===== config.mk =====
export PLATFORM = sky130hd
export DESIGN_NAME = block_packer
export DESIGN_NICKNAME = d
export VERILOG_FILES = /design/src/rtl/crypto_pkg.sv /design/src/rtl/block_pad_fill.sv /design/src/rtl/block_packer.sv
export SDC_FILE = /design/constraint.sdc
export NUM_CORES = 1
export LEC_CHECK = 0
export BUFFER_PORTS_ARGS = -buffer_cell sky130_fd_sc_hd__buf_2
export CAP_MARGIN = 10
export CORE_MARGIN = 2
export CORE_UTILIZATION = 49
export CTS_BUF_LIST = sky130_fd_sc_hd__clkbuf_4 sky130_fd_sc_hd__clkbuf_8 sky130_fd_sc_hd__clkbuf_16
export CTS_CLUSTER_SIZE = 30
export DETAILED_ROUTE_END_ITERATION = 16
export GPL_ROUTABILITY_DRIVEN = 0
export GPL_TIMING_DRIVEN = 0
export PLACE_DENSITY = 0.89
export SYNTH_ARGS = -nofsm -noshare
export SYNTH_HDL_FRONTEND = slang
export SYNTH_SLANG_ARGS = --single-unit
export TNS_END_PERCENT = 10

===== constraint.sdc =====
create_clock -name clk -period 2.4 [get_ports clk]
set_clock_uncertainty 0.1 [all_clocks]
set_input_delay 0.6 -clock clk [delete_from_list [all_inputs] [get_ports clk]]
set_output_delay 0.6 -clock clk [all_outputs]
set_load 0.01 [all_outputs]

===== src/rtl/crypto_pkg.sv =====
// Shared block/byte types and sizing constants for the packer datapath.
package crypto_pkg;

  localparam int BYTES_PER_BLOCK = 4;
  localparam int BYTE_WIDTH      = 8;

  typedef logic [31:0] block_t;
  typedef logic [1:0]  byte_idx_t;

endpackage


===== src/rtl/block_pad_fill.sv =====
// Combinational lane filler: pads the lanes after the last byte with the pad count.
// Zero latency; no flow control of its own.
module block_pad_fill
  import crypto_pkg::*;
(
  input  block_t    acc,
  input  byte_idx_t idx,
  input  logic      last,
  output block_t    block,
  output logic [1:0] pad_cnt
);

  logic [BYTE_WIDTH-1:0] pad_val;

  // idx is the lane of the byte just merged into acc, so 3-idx lanes remain.
  assign pad_cnt = last ? (2'd3 - idx) : 2'd0;
  assign pad_val = {6'd0, pad_cnt};

  always_comb begin
    block = acc;
    if (last) begin
      unique case (idx)
        2'd0:    block = {acc[31:24], pad_val, pad_val, pad_val};
        2'd1:    block = {acc[31:16], pad_val, pad_val};
        2'd2:    block = {acc[31:8], pad_val};
        default: block = acc;
      endcase
    end
  end

endmodule


===== src/rtl/block_packer.sv =====
// Packs bytes big-endian into 32-bit blocks; block valid 1 cycle after completing byte.
// Stalls input while a block waits for downstream; stats counters under BLOCK_PACKER_STATS_EN.
module block_packer
  import crypto_pkg::*;
#(
  parameter int BLOCK_WIDTH   = 32,
  parameter int COUNTER_WIDTH = 32
) (
  input  logic                     clk,
  input  logic                     rst,
  input  logic [7:0]               byte_in,
  input  logic                     byte_in_valid,
  input  logic                     byte_in_last,
  output logic                     byte_in_ready,
  output logic [BLOCK_WIDTH-1:0]   block_out,
  output logic                     block_out_valid,
  output logic                     block_out_last,
  input  logic                     block_out_ready,
  output logic [COUNTER_WIDTH-1:0] bytes_accepted,
  output logic [COUNTER_WIDTH-1:0] blocks_emitted,
  output logic [COUNTER_WIDTH-1:0] pad_bytes
);

  byte_idx_t  idx;
  block_t     acc;
  block_t     merged;
  block_t     padded;
  logic [1:0] pad_cnt;
  logic       byte_xfer;
  logic       block_xfer;
  logic       complete;

  assign byte_in_ready = !block_out_valid || block_out_ready;
  assign byte_xfer     = byte_in_valid && byte_in_ready;
  assign block_xfer    = block_out_valid && block_out_ready;
  assign complete      = byte_xfer && ((idx == 2'd3) || byte_in_last);

  always_comb begin
    merged = acc;
    unique case (idx)
      2'd0:    merged[31:24] = byte_in;
      2'd1:    merged[23:16] = byte_in;
      2'd2:    merged[15:8]  = byte_in;
      default: merged[7:0]   = byte_in;
    endcase
  end

  block_pad_fill u_pad_fill (
    .acc     (merged),
    .idx     (idx),
    .last    (byte_in_last),
    .block   (padded),
    .pad_cnt (pad_cnt)
  );

  always_ff @(posedge clk or posedge rst) begin
    if (rst) begin
      idx             <= '0;
      acc             <= '0;
      block_out       <= '0;
      block_out_valid <= 1'b0;
      block_out_last  <= 1'b0;
    end else begin
      if (complete) begin
        // Completion wins over a same-cycle handoff so the output never bubbles.
        block_out       <= padded;
        block_out_valid <= 1'b1;
        block_out_last  <= byte_in_last;
        idx             <= '0;
        acc             <= '0;
      end else begin
        if (byte_xfer) begin
          acc <= merged;
          idx <= idx + 2'd1;
        end
        if (block_xfer) begin
          block_out_valid <= 1'b0;
        end
      end
    end
  end

`ifdef BLOCK_PACKER_STATS_EN
  logic [COUNTER_WIDTH-1:0] bytes_q;
  logic [COUNTER_WIDTH-1:0] blocks_q;
  logic [COUNTER_WIDTH-1:0] pads_q;

  always_ff @(posedge clk or posedge rst) begin
    if (rst) begin
      bytes_q  <= '0;
      blocks_q <= '0;
      pads_q   <= '0;
    end else begin
      if (byte_xfer)  bytes_q  <= bytes_q + COUNTER_WIDTH'(1);
      if (block_xfer) blocks_q <= blocks_q + COUNTER_WIDTH'(1);
      if (complete)   pads_q   <= pads_q + COUNTER_WIDTH'(pad_cnt);
    end
  end

  assign bytes_accepted = bytes_q;
  assign blocks_emitted = blocks_q;
  assign pad_bytes      = pads_q;
`else
  logic pad_cnt_unused;
  assign pad_cnt_unused = ^pad_cnt;
  assign bytes_accepted = '0;
  assign blocks_emitted = '0;
  assign pad_bytes      = '0;
`endif

endmodule


# After elaboration in Yosys (flattened, before gate mapping)

Cells that the tools add are included.

Register bits: 68
Output and inout bits: 131

Add/subtract/negate cells: 2
Eq/ne operators: 3
Mux-type cells: 12
Reductions and logical operators: 10

Operator list:

| kind                | count |
|---|---|
| $pmux 24 s3         | 1 |
| $mux 32             | 2 |
| $mux 8              | 4 |
| $mux 24             | 1 |
| $eq 2x2->1 const B  | 2 |
| $mux 2              | 2 |
| $reduce_bool 2->1   | 2 |
| $logic_and 1x1->1   | 3 |
| $reduce_or 3->1     | 1 |
| $add 2x1->2 const B | 1 |
| $eq 2x1->1 const B  | 1 |
| $logic_not 2->1     | 1 |
| $logic_or 1x1->1    | 2 |
| $mux 1              | 2 |
| $sub 2x2->2 const A | 1 |
| $logic_not 1->1     | 1 |

# Longest topological paths before layout

Depth in word-level cells: 5
Mapped depth: 7
Mapped depth without buffers: 5

# Cells and area by module

Synthesis repeated with hierarchy kept, for this count alone.

Cell total of the unflattened synthesis: 404
Area, all modules: 4321.6 µm²

Modules (own cells, without submodules):

| module         | times used | cells each | area each (µm²) | sequential area each (µm²) |
|---|---|---|---|---|
| block_packer   | 1          | 365        | 4038.9          | 1701.6 |
| block_pad_fill | 1          | 39         | 282.8           | 0.0 |

# Worst setup path after synthesis

No wires, ideal clock.

Kind: input to output
Start point: in block_out_ready
End point: out byte_in_ready
Arrival time: 1.305 ns
Setup slack: 0.395 ns
Stages: 3
Cells stage by stage: nand2b_1 clkbuf_1 clkbuf_1

Word-level cells in the longest chain between the ends: 1

Ends and longest elaborated chain:

| element            | RTL line           | text |
|---|---|---|
| start: declaration | block_packer.sv:18 | `input logic block_out_ready,` |
| $logic_or 1x1->1   | block_packer.sv:33 | `assign byte_in_ready = !block_out_valid \|\| block_out_ready;` |
| end: declaration   | block_packer.sv:14 | `output logic byte_in_ready,` |

No other way between the ends.

# Final worst setup path

Start point: reg block_out_valid
End point: out byte_in_ready

Word-level cells in the longest chain between the ends: 2

Ends and longest elaborated chain:

| element                  | RTL line           | text |
|---|---|---|
| start: declaration       | block_packer.sv:16 | `output logic block_out_valid,` |
| start signal: assignment | block_packer.sv:61 | `block_out_valid <= 1'b0;` |
| start signal: assignment | block_packer.sv:67 | `block_out_valid <= 1'b1;` |
| start signal: assignment | block_packer.sv:77 | `block_out_valid <= 1'b0;` |
| $logic_not 1->1          | block_packer.sv:33 |  |
| $logic_or 1x1->1         | block_packer.sv:33 |  |

No other way between the ends.

==> flow_metrics.tcl <==
set metrics [dict create \
    die_width_um 89.8 \
    reg2reg_depth 6 \
    synthTopCellsByArea "sky130_fd_sc_hd__dfrtp_1 (42%), sky130_fd_sc_hd__buf_4 (20%), sky130_fd_sc_hd__a22o_1 (5.6%)" \
    worstSkewPairLatency_ns 0.34 \
    reg2reg_setup_slack_ns 0.23 \
    yosys.area_share.xor_xnor_pct 0 \
    first_global_vias 2555 \
    hold_violations 0 \
    finalWirelength_um 7680 \
    placement.cell_area_um2 4340 \
    layout.nets 517 \
    detailedPlacementHpwl_um 5790 \
    flow.area_growth_from_synthesis_pct 27.2 \
    worst-endpoint-required_ns 1.70 \
    final_common_cell "sky130_fd_sc_hd__buf_4" \
    category_of_the_most_critical_setup_path "flip-flop to output port" \
    finalCriticalPeriod_ns 2.23 \
    grt_pass1_wl_um 12600 \
    synth.ff_latch_count 60 \
    synth.top_cell.area_share_pct 41.7 \
    worst_pin_slew_ns 0.700 \
    yosys_warnings 0 \
    mappedNetlistArea_um2 3600 \
    grt_setup_unrepaired "false" \
    post-cts-setup-buffer-count 0 \
    grt_overflow_total 0 \
    cts_num_sinks 60 \
    mostFrequentLayoutCells "sky130_fd_sc_hd__buf_4 (97), sky130_fd_sc_hd__conb_1 (96), sky130_fd_sc_hd__dfrtp_1 (60)" \
    die_y_um 89.8 \
    synth.avg_cell_area_um2 10.4 \
    synth_cell_type_count 41 \
    top_cell_type_by_total_area_after_synthesis "sky130_fd_sc_hd__dfrtp_1" \
    main_combinational_cell_family_by_area_after_synthesis "buffers and inverters" \
    share_of_the_core_filled_with_cells_in_the_final_layout_pct 63.9 \
    num_vias 2683 \
    run_status "finished clean" \
    fmaxAchievable_mhz 448 \
    num-fill-cells 576 \
    ios 144 \
    worst_setup_path_start_kind "flip-flop" \
    grt_max_degree 41 \
    antenna-diode-count 0 \
    die-area_um2 8060 \
    netlist_instances 346 \
    floorplan.initialDensity_pct 50.2 \
    final.period_utilization_pct 93.0 \
    htreeDepth 3 \
    detailed_router_s_first_iteration_violation_count 160 \
    irDropWorstVdd_v 0.000467 \
    layout-drive-gt1-share_pct 37.4 \
    synth_adder_area_share_pct 1.39 \
    layout.cell_area.non_filler_um2 4580 \
    power.static_leakage_nw 2.51 \
    drv.max_cap_violation_count 0 \
    multiInputGateArea_um2 1550 \
    io_buffer_count 47 \
    relSlewSlack_pct 53.1 \
    clockRootBuffer "sky130_fd_sc_hd__clkbuf_8" \
    timing.rr.end "block_out[10]" \
    yosysSeqAreaShare_pct 41.7 \
    multiplexer_share_of_the_synthesized_area_pct 10.6 \
    power_per_cell_area_nw_per_um2 774 \
    route.antenna.remaining_nets 0 \
    sequential_cell_area_um2 1500 \
    routedWlPerCell_um 12.7 \
    first_pass_iters 4 \
    placement_rows 31 \
    inserted_clock_buffers 9 \
    synth_compound_area_share_pct 13.8 \
    core_area_um2 7180 \
    drc 0 \
    endpoint_kind "output port" \
    r2r_start "idx[0]" \
    clkTransAtPathRegs_ns 0.07 \
    initial_antenna_violation_count 0 \
    overall_global_routing_resource_usage_pct 19.4 \
    timing.final.setup_violations 0 \
    synth_area_in_simple_gates_pct 7.12 \
    cts_tree "built" \
    detail_route.vias_per_cell 4.44 \
    cts.path.max_buffers 2 \
    worst_hold_path_type "primary input to asynchronous set/reset pin" \
    cp_max_fo 10 \
    final-max-slew-violation-count 0 \
    worst-endpoint-arrival_ns 1.53 \
]
-- cells by family (layout without fill, tap and decap cells) --
family | after synthesis | in the layout
fa+ha+maj | 4 | 4
flops | 60 | 60
buf+inv | 137 | 201
simple gates | 44 | 44
compound gates | 68 | 68
other cells | 1 | 96
mux | 32 | 32
-- layout make-up --
cell class | instances | share of cell area [%]
clock buffer | 11 | 3.30
buffer | 120 | 18.6
tap | 99 | 2.70
clock inverter | 5 | 1.83
multi-input combinational | 244 | 33.9
inverter | 17 | 1.39
sequential | 60 | 32.8
timing repair buffer | 48 | 5.57
-- routing by layer --
metal | track usage [%] | vias up | wire length, µm
met5 | 0 | - | 0
met4 | 6.79 | 0 | 95
met3 | 5.20 | 11 | 607
met2 | 32.6 | 116 | 3810
met1 | 24.4 | 1243 | 3160
li1 | - | 1313 | -
-- cell usage after synthesis, drive strengths merged --
| library cell | instances |
|---|---|
| nand3 | 2 |
| inv | 17 |
| ha | 4 |
| o21ai | 8 |
| mux2 | 14 |
| conb | 1 |
| o211ai | 5 |
| dfrtp | 60 |
| nor4b | 1 |
| nor2b | 2 |
| a22oi | 1 |
| or4b | 1 |
| and3b | 1 |
| mux2i | 18 |
| o31ai | 6 |
| and4 | 3 |
| a21oi | 9 |
| a22o | 23 |
| o32a | 2 |
| a31o | 1 |
| and2 | 4 |
| nand4 | 7 |
| or2 | 2 |
| nor3b | 3 |
| nand2b | 1 |
| clkbuf | 14 |
| nor2 | 8 |
| a31oi | 9 |
| a32o | 1 |
| and3 | 1 |
| or2b | 1 |
| a2bb2oi | 2 |
| nand2 | 7 |
| o2111ai | 1 |
| buf | 106 |
-- critical path, stage by stage, from the launching register on --
cell,delay [ns]
sky130_fd_sc_hd__dfrtp_1,0.38
sky130_fd_sc_hd__nand2b_1,0.14
sky130_fd_sc_hd__clkbuf_2,0.24
sky130_fd_sc_hd__clkbuf_2,0.26
sky130_fd_sc_hd__buf_2,0.18
-- registers in the layout (all words and copies together) (netlist names) --
name and count:
block_out 32, block_out_valid 1, acc 24, idx 2, block_out_last 1
-- how the worst max path moves through the flow --
| stage | start | to | slack [ns] |
|---|---|---|---|
| 2_1_floorplan | rst | acc[10] | 0.22 |
| 3_3_place_gp | rst | block_out[26] | -0.35 |
| 3_5_place_dp | block_out_ready | byte_in_ready | -0.07 |
| 5_1_grt | block_out_valid | byte_in_ready | 0.08 |
| 6_report | block_out_valid | byte_in_ready | 0.17 |
| 4_1_cts | idx[1] | block_out[19] | 0.02 |
-- through the flow --
stage               TNS (ns)  total power [mW]  worst slack, ns  std cells  hold WS, ns
detailed placement    -0.159              2.51          -0.0665        588        0.385
global placement      -21.04              2.45           -0.354        587        0.382
finish                     0              3.55            0.169        604        0.156
floorplan                  0              2.17            0.215        441        0.358
global route               0              3.75           0.0768        604        0.194
CTS                        0              3.56           0.0196        604        0.163
-- power by group --
| part | total, mW | switching, mW | internal, mW |
|---|---|---|---|
| logic | 1.13 | 0.588 | 0.544 |
| clock network | 1.05 | 0.406 | 0.642 |
| registers | 1.37 | 0.133 | 1.23 |
-- repair_timing --
item | CTS | global route
gates cloned | 0 | 0
setup endpoints to repair | 1 | 5
hold buffers | 0 | 0
gates resized for setup | 1 | 3
No activity file was read; power rests on OpenSTA's default activity.
